<file path="config.mk">
export PLATFORM = sky130hd
export DESIGN_NAME = cnn_layer_accel_seq_gen
export DESIGN_NICKNAME = d
export VERILOG_FILES = /design/src/rtl/cnn_layer_accel_seq_gen.sv
export SDC_FILE = /design/constraint.sdc
export NUM_CORES = 1
export LEC_CHECK = 0
export ABC_AREA = 1
export BUFFER_PORTS_ARGS = -buffer_cell sky130_fd_sc_hd__buf_4
export CELL_PAD_IN_SITES_DETAIL_PLACEMENT = 0
export CELL_PAD_IN_SITES_GLOBAL_PLACEMENT = 1
export CORE_MARGIN = 4
export CORE_UTILIZATION = 45
export DETAILED_ROUTE_END_ITERATION = 8
export PLACE_DENSITY_LB_ADDON = 0.1
export SYNTH_ARGS = -nofsm -noshare
export SYNTH_HDL_FRONTEND = slang
export SYNTH_SLANG_ARGS = --single-unit
</file>
<file path="constraint.sdc">
create_clock -name clk -period 5.54 [get_ports clk]
set_input_delay 0.831 -clock clk [delete_from_list [all_inputs] [get_ports clk]]
set_output_delay 0.831 -clock clk [all_outputs]
set_load 0.02 [all_outputs]
</file>
<file path="src/rtl/cnn_layer_accel_seq_gen.sv">
// Streaming generator of per-column sequence words for cnn_layer_accel_octo.
// Word layout is {S, RM, RST, P, seq}, MSB first. Each word is produced from the
// current (column, word) indices using a closed form.
module cnn_layer_accel_seq_gen #(
  parameter int unsigned C_SEQ_FIELD_WIDTH = 10,
  parameter int unsigned C_SEQ_DATA_WIDTH  = C_SEQ_FIELD_WIDTH + 4,
  parameter int unsigned C_WORDS_PER_COL   = 5,
  parameter int unsigned C_BANK_OFFSET     = 512,
  parameter int unsigned C_MAX_COLS        = 1024
) (
  input  logic                                                clk,
  input  logic                                                rst,
  input  logic                                                start,
  input  logic                                                abort,
  input  logic [$clog2(C_MAX_COLS)-1:0]                       num_cols_m1,
  output logic [C_SEQ_DATA_WIDTH-1:0]                         datain,
  output logic                                                datain_valid,
  output logic                                                seq_datain_tag,
  input  logic                                                seq_datain_rdy,
  output logic [$clog2(C_MAX_COLS*C_WORDS_PER_COL+1)-1:0]     seq_full_count,
  output logic                                                busy,
  output logic                                                done
);

  localparam int unsigned FW = C_SEQ_FIELD_WIDTH;
  localparam int unsigned DW = C_SEQ_DATA_WIDTH;
  localparam int unsigned CW = $clog2(C_MAX_COLS);
  localparam int unsigned NW = $clog2(C_MAX_COLS*C_WORDS_PER_COL+1);
  localparam int unsigned KW = $clog2(C_WORDS_PER_COL);

  typedef enum logic [1:0] {IDLE, STREAM, FIN} state_t;

  state_t          state_q, state_d;
  logic [CW-1:0]   col_q, col_d;
  logic [CW-1:0]   cols_m1_q, cols_m1_d;
  logic [KW-1:0]   word_q, word_d;
  logic [DW-1:0]   datain_d;
  logic            valid_d;
  logic            busy_d;
  logic            done_d;
  logic [NW-1:0]   count_d;
  logic            last_word_c;
  logic            last_col_c;

  // Closed-form sequence word for column c, word k (seq arithmetic wraps at 2^FW).
  function automatic logic [DW-1:0] gen_word(input logic [CW-1:0] c, input logic [KW-1:0] k);
    logic          s;
    logic          rm;
    logic          rs;
    logic          p;
    logic [FW-1:0] seq;
    s   = 1'b0;
    rm  = (k == KW'(C_WORDS_PER_COL - 1));
    rs  = 1'b0;
    p   = 1'b0;
    seq = '0;
    if (k == '0) begin
      rs  = 1'b1;
      seq = FW'(c);
      if (c == '0) begin
        p = 1'b1;
      end else begin
        s = 1'b1;
        p = ~c[0];
      end
    end else if (k == KW'(1)) begin
      p   = c[0];
      seq = FW'({c[CW-1:1], 1'b0}) + FW'(2);
    end else begin
      s   = (c == '0) && (k == KW'(2));
      seq = FW'(C_BANK_OFFSET) + FW'(k) - FW'(2) + FW'(c);
    end
    return DW'({s, rm, rs, p, seq});
  endfunction

  assign last_word_c = (word_q == KW'(C_WORDS_PER_COL - 1));
  assign last_col_c  = (col_q == cols_m1_q);

  // Next-state and next-output logic; abort takes priority over a same-cycle transfer.
  always_comb begin
    state_d   = state_q;
    col_d     = col_q;
    word_d    = word_q;
    cols_m1_d = cols_m1_q;
    datain_d  = datain;
    valid_d   = datain_valid;
    busy_d    = busy;
    done_d    = 1'b0;
    count_d   = seq_full_count;
    case (state_q)
      IDLE: begin
        if (start) begin
          state_d   = STREAM;
          cols_m1_d = num_cols_m1;
          col_d     = '0;
          word_d    = '0;
          datain_d  = gen_word('0, '0);
          valid_d   = 1'b1;
          busy_d    = 1'b1;
          count_d   = NW'((NW'(num_cols_m1) + NW'(1)) * NW'(C_WORDS_PER_COL));
        end
      end
      STREAM: begin
        if (abort) begin
          state_d = IDLE;
          valid_d = 1'b0;
          busy_d  = 1'b0;
        end else if (datain_valid && seq_datain_rdy) begin
          if (last_col_c && last_word_c) begin
            state_d = FIN;
            valid_d = 1'b0;
            busy_d  = 1'b0;
            done_d  = 1'b1;
          end else begin
            if (last_word_c) begin
              col_d  = col_q + CW'(1);
              word_d = '0;
            end else begin
              word_d = word_q + KW'(1);
            end
            datain_d = gen_word(col_d, word_d);
          end
        end
      end
      FIN: begin
        state_d = IDLE;
      end
      default: begin
        state_d = IDLE;
        valid_d = 1'b0;
        busy_d  = 1'b0;
      end
    endcase
  end

  // FSM state register.
  always_ff @(posedge clk or negedge rst) begin
    if (!rst) begin
      state_q <= IDLE;
    end else begin
      state_q <= state_d;
    end
  end

  // Counters and registered outputs.
  always_ff @(posedge clk or negedge rst) begin
    if (!rst) begin
      col_q          <= '0;
      word_q         <= '0;
      cols_m1_q      <= '0;
      datain         <= '0;
      datain_valid   <= 1'b0;
      seq_datain_tag <= 1'b0;
      busy           <= 1'b0;
      done           <= 1'b0;
      seq_full_count <= '0;
    end else begin
      col_q          <= col_d;
      word_q         <= word_d;
      cols_m1_q      <= cols_m1_d;
      datain         <= datain_d;
      datain_valid   <= valid_d;
      seq_datain_tag <= valid_d;
      busy           <= busy_d;
      done           <= done_d;
      seq_full_count <= count_d;
    end
  end

endmodule

</file>
# Word level (Yosys, flattened, before mapping)
# Cells that the tools add are included.
dict set report op_classes {
  n_addsub 7
  n_reduce_logical 11
  n_mux 48
  mul 1
  n_bitwise 2
  n_eq_ne 13
}
# cell count
set ops {}
lappend ops {{2-to-1 mux 10 bit} 11}
lappend ops {{2-to-1 mux 14 bit} 4}
lappend ops {{case mux 14 bit (2 select lines)} 1}
lappend ops {{2-to-1 mux 3 bit} 9}
lappend ops {{case mux 10 bit (2 select lines)} 1}
lappend ops {{2-to-1 mux 1 bit} 15}
lappend ops {{multiplier 11 x 3 -> 13 bit, second input constant} 1}
lappend ops {{adder 10 x 1 -> 11 bit, second input constant} 1}
lappend ops {{adder 10 x 1 -> 10 bit, second input constant} 1}
lappend ops {{adder 10 bit} 1}
lappend ops {{adder 10 x 2 -> 10 bit, second input constant} 1}
lappend ops {{adder 10 x 3 -> 10 bit, first input constant} 1}
lappend ops {{== test 10 bit} 1}
lappend ops {{logical NOT 10 bit} 1}
lappend ops {{subtractor 10 x 2 -> 10 bit, second input constant} 1}
lappend ops {{2-to-1 mux 2 bit} 4}
lappend ops {{inequality test 2 bit, second input constant} 4}
lappend ops {{== test 3 bit, second input constant} 2}
lappend ops {{inequality test 3 bit, second input constant} 2}
lappend ops {{case mux 3 bit (2 select lines)} 1}
lappend ops {{AND reduction 5 bit} 1}
lappend ops {{case mux 2 bit (2 select lines)} 1}
lappend ops {{AND reduction 4 bit} 1}
lappend ops {{adder 3 x 1 -> 3 bit, second input constant} 1}
lappend ops {{12 further kinds} 15}
dict set report word_totals {
  inputBits 15
  output_inout_bits 31
  wordCells 90
  reg_bits 54
}

# Longest topological paths before layout
# Gate-level depths: netlist of the first run.
dict set report depth {
  depth_word 15
  depth_mapped 24
  ltp_nobuf 24
}

# Worst setup path after synthesis of the first run
# No wires, ideal clock.
dict set report synth_path {
  path_type {in2reg}
  start {input num_cols_m1[0]}
  end {register seq_full_count[11]}
  n_path_buf 0
  setup_time_ns 0.135
  t_arrival_ns 3.005
  t_required_ns 5.405
  stages 17
  path_slack_ns 2.400
  cell_sequence {ha_1 > nand2_1 > nor2_1 > nand3_1 > xor2_1 > inv_1 > ha_1 > ha_1 > a21oi_1 > nand2_1 > nand2_1 > nand2_1 > a21oi_1 > o21ai_0 > a21oi_1 > xor2_1 > o21ai_0}
}
dict set report synth_between {
  elab_chain_len 2
}
# item line
set synth_lines {}
lappend synth_lines {{start: declaration} 15} ;# input logic [$clog2(C_MAX_COLS)-1:0] num_cols_m1,
lappend synth_lines {{adder 10 x 1 -> 11 bit} 100} ;# count_d = NW'((NW'(num_cols_m1) + NW'(1)) * NW'(C_WORDS_PER_COL));
lappend synth_lines {{multiplier 11 x 3 -> 13 bit} 100}
lappend synth_lines {{end signal: assignment} 166} ;# seq_full_count <= count_d;
lappend synth_lines {{end: declaration} 20} ;# output logic [$clog2(C_MAX_COLS*C_WORDS_PER_COL+1)-1:0] seq_full_count,
# No other way between the ends.
# A chain may end at the register's enable or synchronous reset.

# Worst setup path after layout of the first run
dict set report layout_path {
  start {register word_q[0]}
  end {register datain[7]}
}
dict set report layout_between {
  elab_chain_len 15
  word_cells_on_any_way 27
  cone_classes {add/sub (5); eq/ne (3); mux (16); reduce/logical (3)}
}
# item line
set layout_lines {}
lappend layout_lines {{start: declaration} 36} ;# logic [KW-1:0] word_q, word_d;
lappend layout_lines {{start signal: assignment} 159} ;# word_q <= word_d;
lappend layout_lines {{adder 3 x 1 -> 3 bit or == test 3 bit (tied branches)} {119, 76}}
lappend layout_lines {{2-to-1 mux 3 bit} 115} ;# if (last_word_c) begin
lappend layout_lines {{2-to-1 mux 3 bit} 109} ;# if (last_col_c && last_word_c) begin
lappend layout_lines {{2-to-1 mux 3 bit} 108} ;# end else if (datain_valid && seq_datain_rdy) begin
lappend layout_lines {{2-to-1 mux 3 bit} 104} ;# if (abort) begin
lappend layout_lines {{2-to-1 mux 3 bit} 90} ;# case (state_q)
lappend layout_lines {{adder 10 x 3 -> 10 bit} 71} ;# seq = FW'(C_BANK_OFFSET) + FW'(k) - FW'(2) + FW'(c);
lappend layout_lines {{subtractor 10 x 2 -> 10 bit} 71}
lappend layout_lines {{adder 10 bit} 71}
lappend layout_lines {{2-to-1 mux 10 bit} 66} ;# end else if (k == KW'(1)) begin
lappend layout_lines {{2-to-1 mux 10 bit} 57} ;# if (k == '0) begin
lappend layout_lines {{2-to-1 mux 14 bit} 109}
lappend layout_lines {{2-to-1 mux 14 bit} 108}
lappend layout_lines {{2-to-1 mux 14 bit} 104}
lappend layout_lines {{case mux 14 bit (2 select lines)} 90}
lappend layout_lines {{end signal: assignment} 161} ;# datain <= datain_d;
lappend layout_lines {{end: declaration} 16} ;# output logic [C_SEQ_DATA_WIDTH-1:0] datain,
# Parallel ways exist; a longest one is shown, timed or not. The select of a mux whose other input is x is not followed.

==> metrics.md, run 1 <==
| Metric | Value |
|---|---|
| Total Power | `0.001513 W` |
| Sum of negative setup slack | `0 ns` |
| Antenna-violating nets left | `0` |
| Port buffer count | `45` |
| Initial Util | `0.4680` |
| Post-CTS setup buffers | `0` |
| Crit start category | `flop` |
| Number of synthesized flops with an enable pin | `0` |
| CP max FO | `8` |
| Commonest non-fill, non-tap cells in the layout | `nand2_1, dfrtp_1, inv_1, buf_4` |
| Crit path kind | `flop to flop` |
| Synth warnings | `0` |
| Finish-stage setup viols | `0` |
| # IOs | `46` |
| Worst IR Drop VDD | `135.3 uV` |
| Placed Instances | `690` |
| Gp weighted congestion | `0.8755` |
| CP required | `5.75 ns` |
| Hold Path Class | `flop to flop` |
| Syn Nets | `596` |
| Hold buffers post-CTS | `0` |
| Die height | `103.7 um` |
| Vias in the first global route | `3676` |
| Max Slew Vio Count | `0` |
| Critical path capture point type | `flop` |
| Area growth, synth to finish | `11.48%` |
| Core Util, Final | `0.5217` |
| # clock sinks | `54` |
| Hold_sp | `datain[6]` |
| Worst-case clock skew | `0.01374 ns` |
| Drt via density | `5.209` |
| Hold path depth | `2` |
| Worst setup margin | `2.208 ns` |
| CP max stage delay | `0.46 ns` |
| Synth unique cells | `46` |
| Final Cycle Share | `0.6014` |
| Status | `completed` |
| Post-synthesis sequential area ratio | `0.3279` |
| Root Buffer Master | `clkbuf_8` |
| Filler instances | `889` |
| Cts bufs inserted | `5` |
| DR pass1 iterations | `6` |
| WL per Instance | `14.23 um` |
| ANT cells | `0` |
| Core area | `8806 um^2` |
| Ys flop type | `dfrtp_1` |
| DRC violations left | `0` |
| Largest net degree at the start of global routing | `55` |
| Synth Register Bits | `54` |
| DP HPWL | `7592 um` |
| Max-slew headroom | `0.5120` |
| RSZ-0062 raised after global routing | `no` |
| Dpl ws | `2.008 ns` |
| Hold worst-path end | `datain[6]` |
| First-pass GRT wire length | `17200 um` |
| Initial antenna violation count | `0` |
| Pwr dens | `329.4 nW/um^2` |
| Asr flop ratio synth | `1.000` |
| Total track usage | `0.1918` |
| R2R Setup Slk | `2.21 ns` |
| Die width | `103.7 um` |
| Clk slew on worst S/H paths | `0.11 ns` |
| Post-route insts no fill | `697` |
| Drt total wl | `9918 um` |
| Worst R2R Path Depth | `20` |
| Maximum clock frequency | `300.1 MHz` |
| Die area | `10750 um^2` |
| Critical path's slowest cell | `dfrtp_1` |
| Syn_area_per_cell | `7.521 um^2` |
| Most common cell after layout, fill and taps aside | `nand2_1` |
| Nets | `637` |
| Post-synthesis cell count | `548` |
| Maximum Capacitance Violations | `0` |
| Yosys top cell by area | `dfrtp_1` |
| Worst reg2reg startpoint | `word_q[0]` |
| Clock latency on the worst-skew pair | `0.32 ns` |
| Worst Tran Pin Value | `0.7320 ns` |
| Rows | `34` |
| H-tree levels | `2` |
| Layout cells sized above 1 | `0.1902` |
| Max Root-Sink Buffers | `2` |
| RR Endpoint | `datain[7]` |
| DR vias | `3631` |
| CP cell instances | `inv_1 -> ha_1 -> nand2_4 -> nand2_1 -> o21a_1 -> inv_2 -> nor2_1 -> inv_1 -> nand2_1 -> ha_1 -> inv_1 -> fa_1 -> inv_1 -> a21oi_1 -> a21oi_4 -> nand3_2 -> nand3_1 -> nand3_1 -> a21oi_1 -> o21ai_0` |
| WP data arrival | `3.54 ns` |
| Top cells by area, synth | `dfrtp_1, nand2_1, ha_1, inv_1, o21ai_0` |
| Post-synth top area share | `0.3279` |
| Cts repair resizes | `0` |
| Synth Cell Area | `4121 um^2` |
| GR Overflow Total | `0` |
| CP most frequent cell | `inv_1` |
| Final worst path period need | `3.332 ns` |
| TritonCTS clock tree | `done` |
| Final Hold Viols | `0` |
| Leak | `2.416 nW` |
| Number of DRC markers in iteration 0 | `160` |
## cells in the mapped netlist, types with 3 or more instances
| cell | number |
|---|---|
| nand2_2 | 17 |
| nand3_1 | 29 |
| nor2_1 | 30 |
| inv_2 | 10 |
| o22ai_1 | 10 |
| clkbuf_1 | 4 |
| nand3_2 | 5 |
| xnor2_1 | 7 |
| nor3_2 | 3 |
| nand4_1 | 9 |
| nor4_1 | 3 |
| inv_1 | 51 |
| ha_1 | 31 |
| nand2_4 | 3 |
| o21ai_0 | 31 |
| a22o_1 | 4 |
| xor2_1 | 14 |
| a21oi_1 | 30 |
| dfrtp_1 | 54 |
| nor3_1 | 9 |
| nand2_1 | 150 |
| nor2_2 | 4 |
| nor2_4 | 4 |
| or2_2 | 6 |
## worst max path at each step
stage | start | endpoint | slack (ns)
2_1_floorplan | num_cols_m1[0] | seq_full_count[11] | 2.40
3_3_place_gp | num_cols_m1[0] | seq_full_count[11] | 2.08
4_1_cts | word_q[0] | datain[7] | 2.17
6_report | word_q[0] | datain[7] | 2.21
3_5_place_dp | num_cols_m1[0] | seq_full_count[11] | 2.01
5_1_grt | word_q[0] | datain[9] | 1.88
## area by class of cell
class | count | area (um^2) | area share
timing repair buffer | 46 | 345.3 | 0.07516
multi-input combinational | 417 | 2429 | 0.5286
inverter | 65 | 251.5 | 0.05474
clock inverter | 2 | 13.76 | 0.002996
clock buffer | 5 | 68.82 | 0.01498
tap | 108 | 135.1 | 0.02941
sequential | 54 | 1351 | 0.2941
## state kept, by name, indices dropped and copies added, names as in the netlist
register        cells
seq_full_count     13
datain             14
busy                1
state_q             2
cols_m1_q          10
word_q              3
done                1
col_q              10
## kinds of logic (layout without fill, tap and decap cells)
logic type | Yosys count | count (layout) | synth area share
buf+inv | 77 | 118 | 0.08288
flops | 54 | 54 | 0.3279
xor+xnor | 22 | 22 | 0.04858
fa+ha+maj | 33 | 33 | 0.1038
compound gates | 86 | 86 | 0.1202
simple gates | 276 | 276 | 0.3166
## power breakdown
part / leakage, nW / switching, W / internal (W)
Clock: 0.0444 / 0.000143 / 0.0000881
Sequential: 0.699 / 0.0000520 / 0.000471
Combinational: 1.67 / 0.000468 / 0.000290
Total: 2.42 / 0.000664 / 0.000850
## stage by stage
stage / hold WS, ns / cell area (um^2)
global placement: 0.4635 / 4512
CTS: 0.4937 / 4594
floorplan: 0.4631 / 4121
detailed placement: 0.4662 / 4512
finish: 0.4862 / 4594
global route: 0.5092 / 4594
## critical path: cells and delay by family, from the launching register on
kind | cells | cell delay (ns)
compound gates | 5 | 0.82
fa+ha+maj | 3 | 0.78
buf+inv | 5 | 0.43
flops | 1 | 0.46
simple gates | 7 | 0.71
## per-layer routing
metal,GRT usage,up-vias,part of all wire
met5,0,-,0
met4,0.05983,0,0.019
met3,0.02363,15,0.025
met2,0.3561,57,0.52
met1,0.2303,1677,0.43
li1,-,1882,-
(Power assumes the default switching activity.)
==> inputs of run 2 (changes only) <==
--- a/config.mk
+++ b/config.mk
@@ -10,7 +10,7 @@
 export CELL_PAD_IN_SITES_DETAIL_PLACEMENT = 0
 export CELL_PAD_IN_SITES_GLOBAL_PLACEMENT = 1
 export CORE_MARGIN = 4
-export CORE_UTILIZATION = 45
+export CORE_UTILIZATION = 44
 export DETAILED_ROUTE_END_ITERATION = 8
 export PLACE_DENSITY_LB_ADDON = 0.1
 export SYNTH_ARGS = -nofsm -noshare
==> constraint.sdc (replaced) <==
create_clock -name clk -period 3.11 [get_ports clk]
set_input_delay 0.4665 -clock clk [delete_from_list [all_inputs] [get_ports clk]]
set_output_delay 0.4665 -clock clk [all_outputs]
set_load 0.02 [all_outputs]
==> run 2 against run 1 <==
Net effect: clock skew rose by 0.0035 ns; critical path depth is 2 lower; sequential power up 77%; maximum frequency increased by 18%; setup slack lost 1.9 ns; hold slack got worse by 0.30 ns; sequential share of layout area is 1.3 points lower; non-clock buffer count up 24; final cell count is 4.0% higher; register-to-register slack got worse by 1.9 ns; combinational power rose by 94%; largest cell class unchanged; highest routed layer unchanged.
==> metrics.md, run 2 (synthesis gave the netlist of run 1 again) <==
| Metric | Value |
|---|---|
| Status | `completed` |
| Die width | `104.8 um` |
| Total track usage | `0.1991` |
| TritonCTS clock tree | `done` |
| Root Buffer Master | `clkbuf_8` |
| Nets | `661` |
| Die area | `10980 um^2` |
| # clock sinks | `54` |
| Max-slew headroom | `0.5160` |
| CP max FO | `4` |
| WL per Instance | `14.29 um` |
| Finish-stage setup viols | `0` |
| R2R Setup Slk | `0.28 ns` |
| Leak | `2.529 nW` |
| Die height | `104.8 um` |
| Commonest non-fill, non-tap cells in the layout | `nand2_1, buf_4, dfrtp_1, inv_1` |
| GR Overflow Total | `0` |
| Cts bufs inserted | `5` |
| Max FFs per register | `14` |
| Total Power | `0.002836 W` |
| Largest Register | `datain` |
| Maximum Capacitance Violations | `0` |
| Gp weighted congestion | `0.8663` |
| Port buffer count | `45` |
| WP data arrival | `3.05 ns` |
| Most common cell after layout, fill and taps aside | `nand2_1` |
| RSZ-0062 raised after global routing | `no` |
| H-tree levels | `2` |
| Max Slew Vio Count | `0` |
| Clock latency on the worst-skew pair | `0.32 ns` |
| Max Root-Sink Buffers | `2` |
| DR vias | `3738` |
| CP required | `3.33 ns` |
| Clk slew on worst S/H paths | `0.12 ns` |
| Area growth, synth to finish | `16.88%` |
| First-pass GRT wire length | `18040 um` |
| DR pass1 iterations | `4` |
| Final Cycle Share | `0.9112` |
| Sequential Area | `1353 um^2` |
| ANT cells | `0` |
| Worst hold slack | `0.1838 ns` |
| Worst IR Drop VDD | `329.2 uV` |
| Largest net degree at the start of global routing | `55` |
| Number of DRC markers in iteration 0 | `104` |
| Initial Util | `0.4482` |
| Core area | `9196 um^2` |
| Drt via density | `5.156` |
| DRC violations left | `0` |
| Layout cells sized above 1 | `0.2378` |
| Final worst path period need | `2.834 ns` |
| Crit start category | `flop` |
| Largest registers | `datain (14), seq_full_count (13)` |
| Final Hold Viols | `0` |
| DP HPWL | `8014 um` |
| Drt total wl | `10360 um` |
| Worst Tran Pin Value | `0.7259 ns` |
| Hold Path Class | `input pin to asynchronous set/reset pin` |
| Initial antenna violation count | `0` |
| Pwr dens | `588.7 nW/um^2` |
| Footprint of the multi-input gates | `2454 um^2` |
| Rows | `35` |
| Worst-case clock skew | `0.01724 ns` |
| Antenna-violating nets left | `0` |
| Filler instances | `942` |
| # IOs | `46` |
| Critical path capture point type | `flop` |
| Crit path kind | `flop to flop` |
| Vias in the first global route | `3808` |
| Maximum clock frequency | `352.9 MHz` |
run 2: critical path, cell delays in order, from the launching register on:
cell     delay [ns]
dfrtp_2        0.45
ha_1           0.28
inv_1          0.04
o21a_1         0.20
inv_2          0.08
buf_4          0.11
nand2_1        0.04
nand2_1        0.06
ha_1           0.16
inv_1          0.06
fa_2           0.35
inv_2          0.07
a21oi_1        0.09
a21oi_4        0.16
nand3_2        0.11
nand3_1        0.08
nand3_1        0.10
a21oi_2        0.23
o21ai_1        0.09
run 2: worst paths after layout:
| path | startpoint | cells past startpoint | to |
|---|---|---|---|
| setup / recovery | col_q[0] | 18 | datain[7] |
| hold / removal | rst | 1 | col_q[7] |
| setup reg to reg | col_q[0] | 18 | datain[7] |
| hold reg to reg | datain[6] | 2 | datain[6] |
| max in group asynchronous | rst | 1 | col_q[0] |
| min in group clk | num_cols_m1[0] | 2 | seq_full_count[0] |
run 2: repair_timing:
| action | CTS | global route |
|---|---|---|
| gates resized for setup | 0 | 11 |
| hold buffers | 0 | 0 |
| setup endpoints to repair | 0 | 4 |
| setup buffers | 0 | 3 |
run 2: power by group:
group	switching (W)	internal (W)
logic	0.000877	0.000589
registers	0.0000875	0.000840
clock network	0.000275	0.000168
run 2: final cells by class:
class,count,share of cell area
well taps,111,0.02883
clock inverters,3,0.005455
clock buffers,5,0.01429
flip-flops and latches,54,0.2808
multi-input cells,417,0.5093
repair buffers,70,0.1091
inverters,65,0.05221
run 2: per-stage QoR:
stage	area, um^2	setup WS, ns	cells	util	TNS (ns)
6_report	4817	0.2761	725	0.5238	0
5_1_grt	4817	0.03965	725	0.5238	0
4_1_cts	4768	0.06533	722	0.5185	0
3_5_place_dp	4673	-0.02820	714	0.5082	-0.03118
3_3_place_gp	4673	0.01836	714	0.5082	0
2_1_floorplan	4121	0.2172	548	-	0
run 2: layer usage:
| metal | track usage | routed length, um | vias up |
|---|---|---|---|
| li1 | - | - | 1931 |
| met1 | 0.2694 | 5003 | 1742 |
| met2 | 0.3414 | 4947 | 60 |
| met3 | 0.02409 | 322 | 5 |
| met4 | 0.04311 | 87 | 0 |
| met5 | 0 | 0 | - |
==> inputs of run 3 (changes only) <==
--- a/config.mk
+++ b/config.mk
@@ -10,9 +10,10 @@
 export CELL_PAD_IN_SITES_DETAIL_PLACEMENT = 0
 export CELL_PAD_IN_SITES_GLOBAL_PLACEMENT = 1
 export CORE_MARGIN = 4
-export CORE_UTILIZATION = 44
+export CORE_UTILIZATION = 45
+export CTS_BUF_LIST = sky130_fd_sc_hd__clkbuf_8
 export DETAILED_ROUTE_END_ITERATION = 8
-export PLACE_DENSITY_LB_ADDON = 0.1
+export PLACE_DENSITY_LB_ADDON = 0.2
 export SYNTH_ARGS = -nofsm -noshare
 export SYNTH_HDL_FRONTEND = slang
 export SYNTH_SLANG_ARGS = --single-unit
==> run 3 against run 2 <==
Net effect: maximum frequency is 1.4% higher; first-iteration DRC count is 21% lower; global-route usage is 0.67 points lower; sequential power hardly changed; clock-buffer cell count stayed put; die area is 2.1% lower; flip-flop and latch count stayed put; critical path type unchanged; critical endpoint unchanged; highest routed layer unchanged.
==> metrics.md, run 3 (synthesis gave the netlist of run 1 again) <==
| Metric | Value |
|---|---|
| Status | `completed` |
| Area growth, synth to finish | `16.51%` |
| RR Endpoint | `datain[7]` |
| Sw power | `0.001215 W` |
| Die height | `103.7 um` |
| Number of DRC markers in iteration 0 | `82` |
| Finish-stage setup viols | `0` |
| Cell area after layout | `4802 um^2` |
| Worst IR Drop VDD | `252.3 uV` |
| DR pass1 iterations | `4` |
| Crit start category | `flop` |
| Total track usage | `0.1923` |
| Largest Register | `datain` |
| Max-slew headroom | `0.5231` |
| Net Sw Frac | `0.4301` |
| Gp weighted congestion | `0.9141` |
| P_int | `0.001610 W` |
| Final worst path period need | `2.795 ns` |
| RSZ-0062 raised after global routing | `no` |
| Setup crit end | `datain[7]` |
| Layout cells sized above 1 | `0.2340` |
| H-tree levels | `2` |
| Critical path capture point type | `flop` |
| WP data arrival | `3.00 ns` |
| # clock sinks | `54` |
| Vias in the first global route | `3673` |
| Max Root-Sink Buffers | `2` |
| Hold Path Class | `input pin to asynchronous set/reset pin` |
| Cts bufs inserted | `5` |
| Clk slew on worst S/H paths | `0.11 ns` |
| Initial antenna violation count | `0` |
| Core area | `8806 um^2` |
| DRC violations left | `0` |
| TritonCTS clock tree | `done` |
| Placed Area | `4662 um^2` |
| R2R Setup Slk | `0.32 ns` |
| ANT cells | `0` |
| Die area | `10750 um^2` |
| Largest net degree at the start of global routing | `55` |
| Largest registers | `datain (14), seq_full_count (13)` |
| Crit path kind | `flop to flop` |
| Max FFs per register | `14` |
| First-pass GRT wire length | `17330 um` |
| Maximum Capacitance Violations | `0` |
| Antenna-violating nets left | `0` |
| GR Overflow Total | `0` |
| Max Slew Vio Count | `0` |
| CP required | `3.32 ns` |
| Most common cell after layout, fill and taps aside | `nand2_1` |
| Drt via density | `5.188` |
| Worst-case clock skew | `0.009507 ns` |
| Worst Tran Pin Value | `0.7153 ns` |
| Final Cycle Share | `0.8987` |
| WL per Instance | `13.79 um` |
| Dpl ws | `-0.03442 ns` |
| Die width | `103.7 um` |
| Worst R2R Path Depth | `19` |
| Leak | `2.523 nW` |
| Root Buffer Master | `clkbuf_8` |
| Worst setup margin | `0.3151 ns` |
| Final Hold Viols | `0` |
| CP max FO | `6` |
| DP HPWL | `7766 um` |
| Nets | `658` |
| Clock power frac | `0.154` |
| Worst setup path start | `word_q[0]` |
| Sum of negative setup slack | `0 ns` |
| Logic pwr share | `0.519` |
| Sequential share of power | `0.328` |
| Rows | `34` |
| Hold buffers post-CTS | `0` |
| Initial Util | `0.4680` |
| Maximum clock frequency | `357.8 MHz` |
| Commonest non-fill, non-tap cells in the layout | `nand2_1, buf_4, dfrtp_1, inv_1, o21ai_0` |
| Clock latency on the worst-skew pair | `0.32 ns` |
| Worst reg2reg startpoint | `word_q[0]` |
| # IOs | `46` |
| Port buffer count | `45` |
| Drt total wl | `9912 um` |
| DR vias | `3730` |
| Pwr dens | `588.2 nW/um^2` |
==> run 3: stage by stage <==
| step | util | hold WS (ns) | power (W) | cells |
|---|---|---|---|---|
| 6_report | 0.5453 | 0.1788 | 0.002825 | 719 |
| 5_1_grt | 0.5453 | 0.2528 | 0.003074 | 719 |
| 4_1_cts | 0.5405 | 0.2118 | 0.002810 | 718 |
| 3_5_place_dp | 0.5294 | 0.4659 | 0.002366 | 710 |
| 3_3_place_gp | 0.5294 | 0.4650 | 0.002352 | 710 |
| 2_1_floorplan | - | 0.1709 | 0.001920 | 548 |
==> run 3: worst min-delay path by stage <==
stage | startpoint | to | cells past startpoint
after floorplan | rst | busy | 0
after global placement | datain[5] | datain[5] | 2
after detailed placement | seq_full_count[4] | seq_full_count[4] | 2
after CTS | rst | seq_full_count[11] | 1
after global routing | rst | cols_m1_q[9] | 1
final | rst | datain[6] | 1
==> run 3: critical path: stages, from the launching register on <==
cell and delay [ns]:
dfrtp_1 0.39, inv_1 0.10, ha_4 0.15, nand2_4 0.07, o21a_1 0.22, inv_2 0.09, buf_4 0.11, nand2_1 0.04
nand2_1 0.08, ha_2 0.18, inv_1 0.05, fa_2 0.34, inv_2 0.07, a21oi_2 0.06, a21oi_4 0.14, nand3_2 0.11
nand3_1 0.10, nand3_1 0.08, a21oi_1 0.19, o21ai_0 0.11
==> run 3: routing by layer <==
layer | vias to the layer above | global-route usage | share of wire
li1 | 1925 | - | -
met5 | - | 0 | 0
met1 | 1735 | 0.2411 | 0.45
met4 | 0 | 0.06363 | 0.019
met3 | 14 | 0.02674 | 0.030
met2 | 56 | 0.3411 | 0.50
==> run 3: area by class of cell <==
type	instances	area [um^2]
fillers	845	4004
clock buffers	5	68.82
flip-flops and latches	54	1351
clock inverters	3	28.78
inverters	65	251.5
well taps	108	135.1
repair buffers	67	503.0
multi-input cells	417	2464
==> run 3: power groups by stage <==
stage,Sequential (W),Clock [W],Combinational [W]
after global placement,0.000936,0,0.00142
after detailed placement,0.000939,0,0.00143
after CTS,0.000927,0.000451,0.00143
after floorplan,0.00106,0,0.000858
after global routing,0.000953,0.000473,0.00165
final,0.000925,0.000434,0.00147
==> run 3: repair_timing <==
action                     4_1_cts  5_1_grt
setup endpoints to repair        0        5
resized for setup                0       11
buffers inserted                 0        1
hold endpoints to repair         0        0
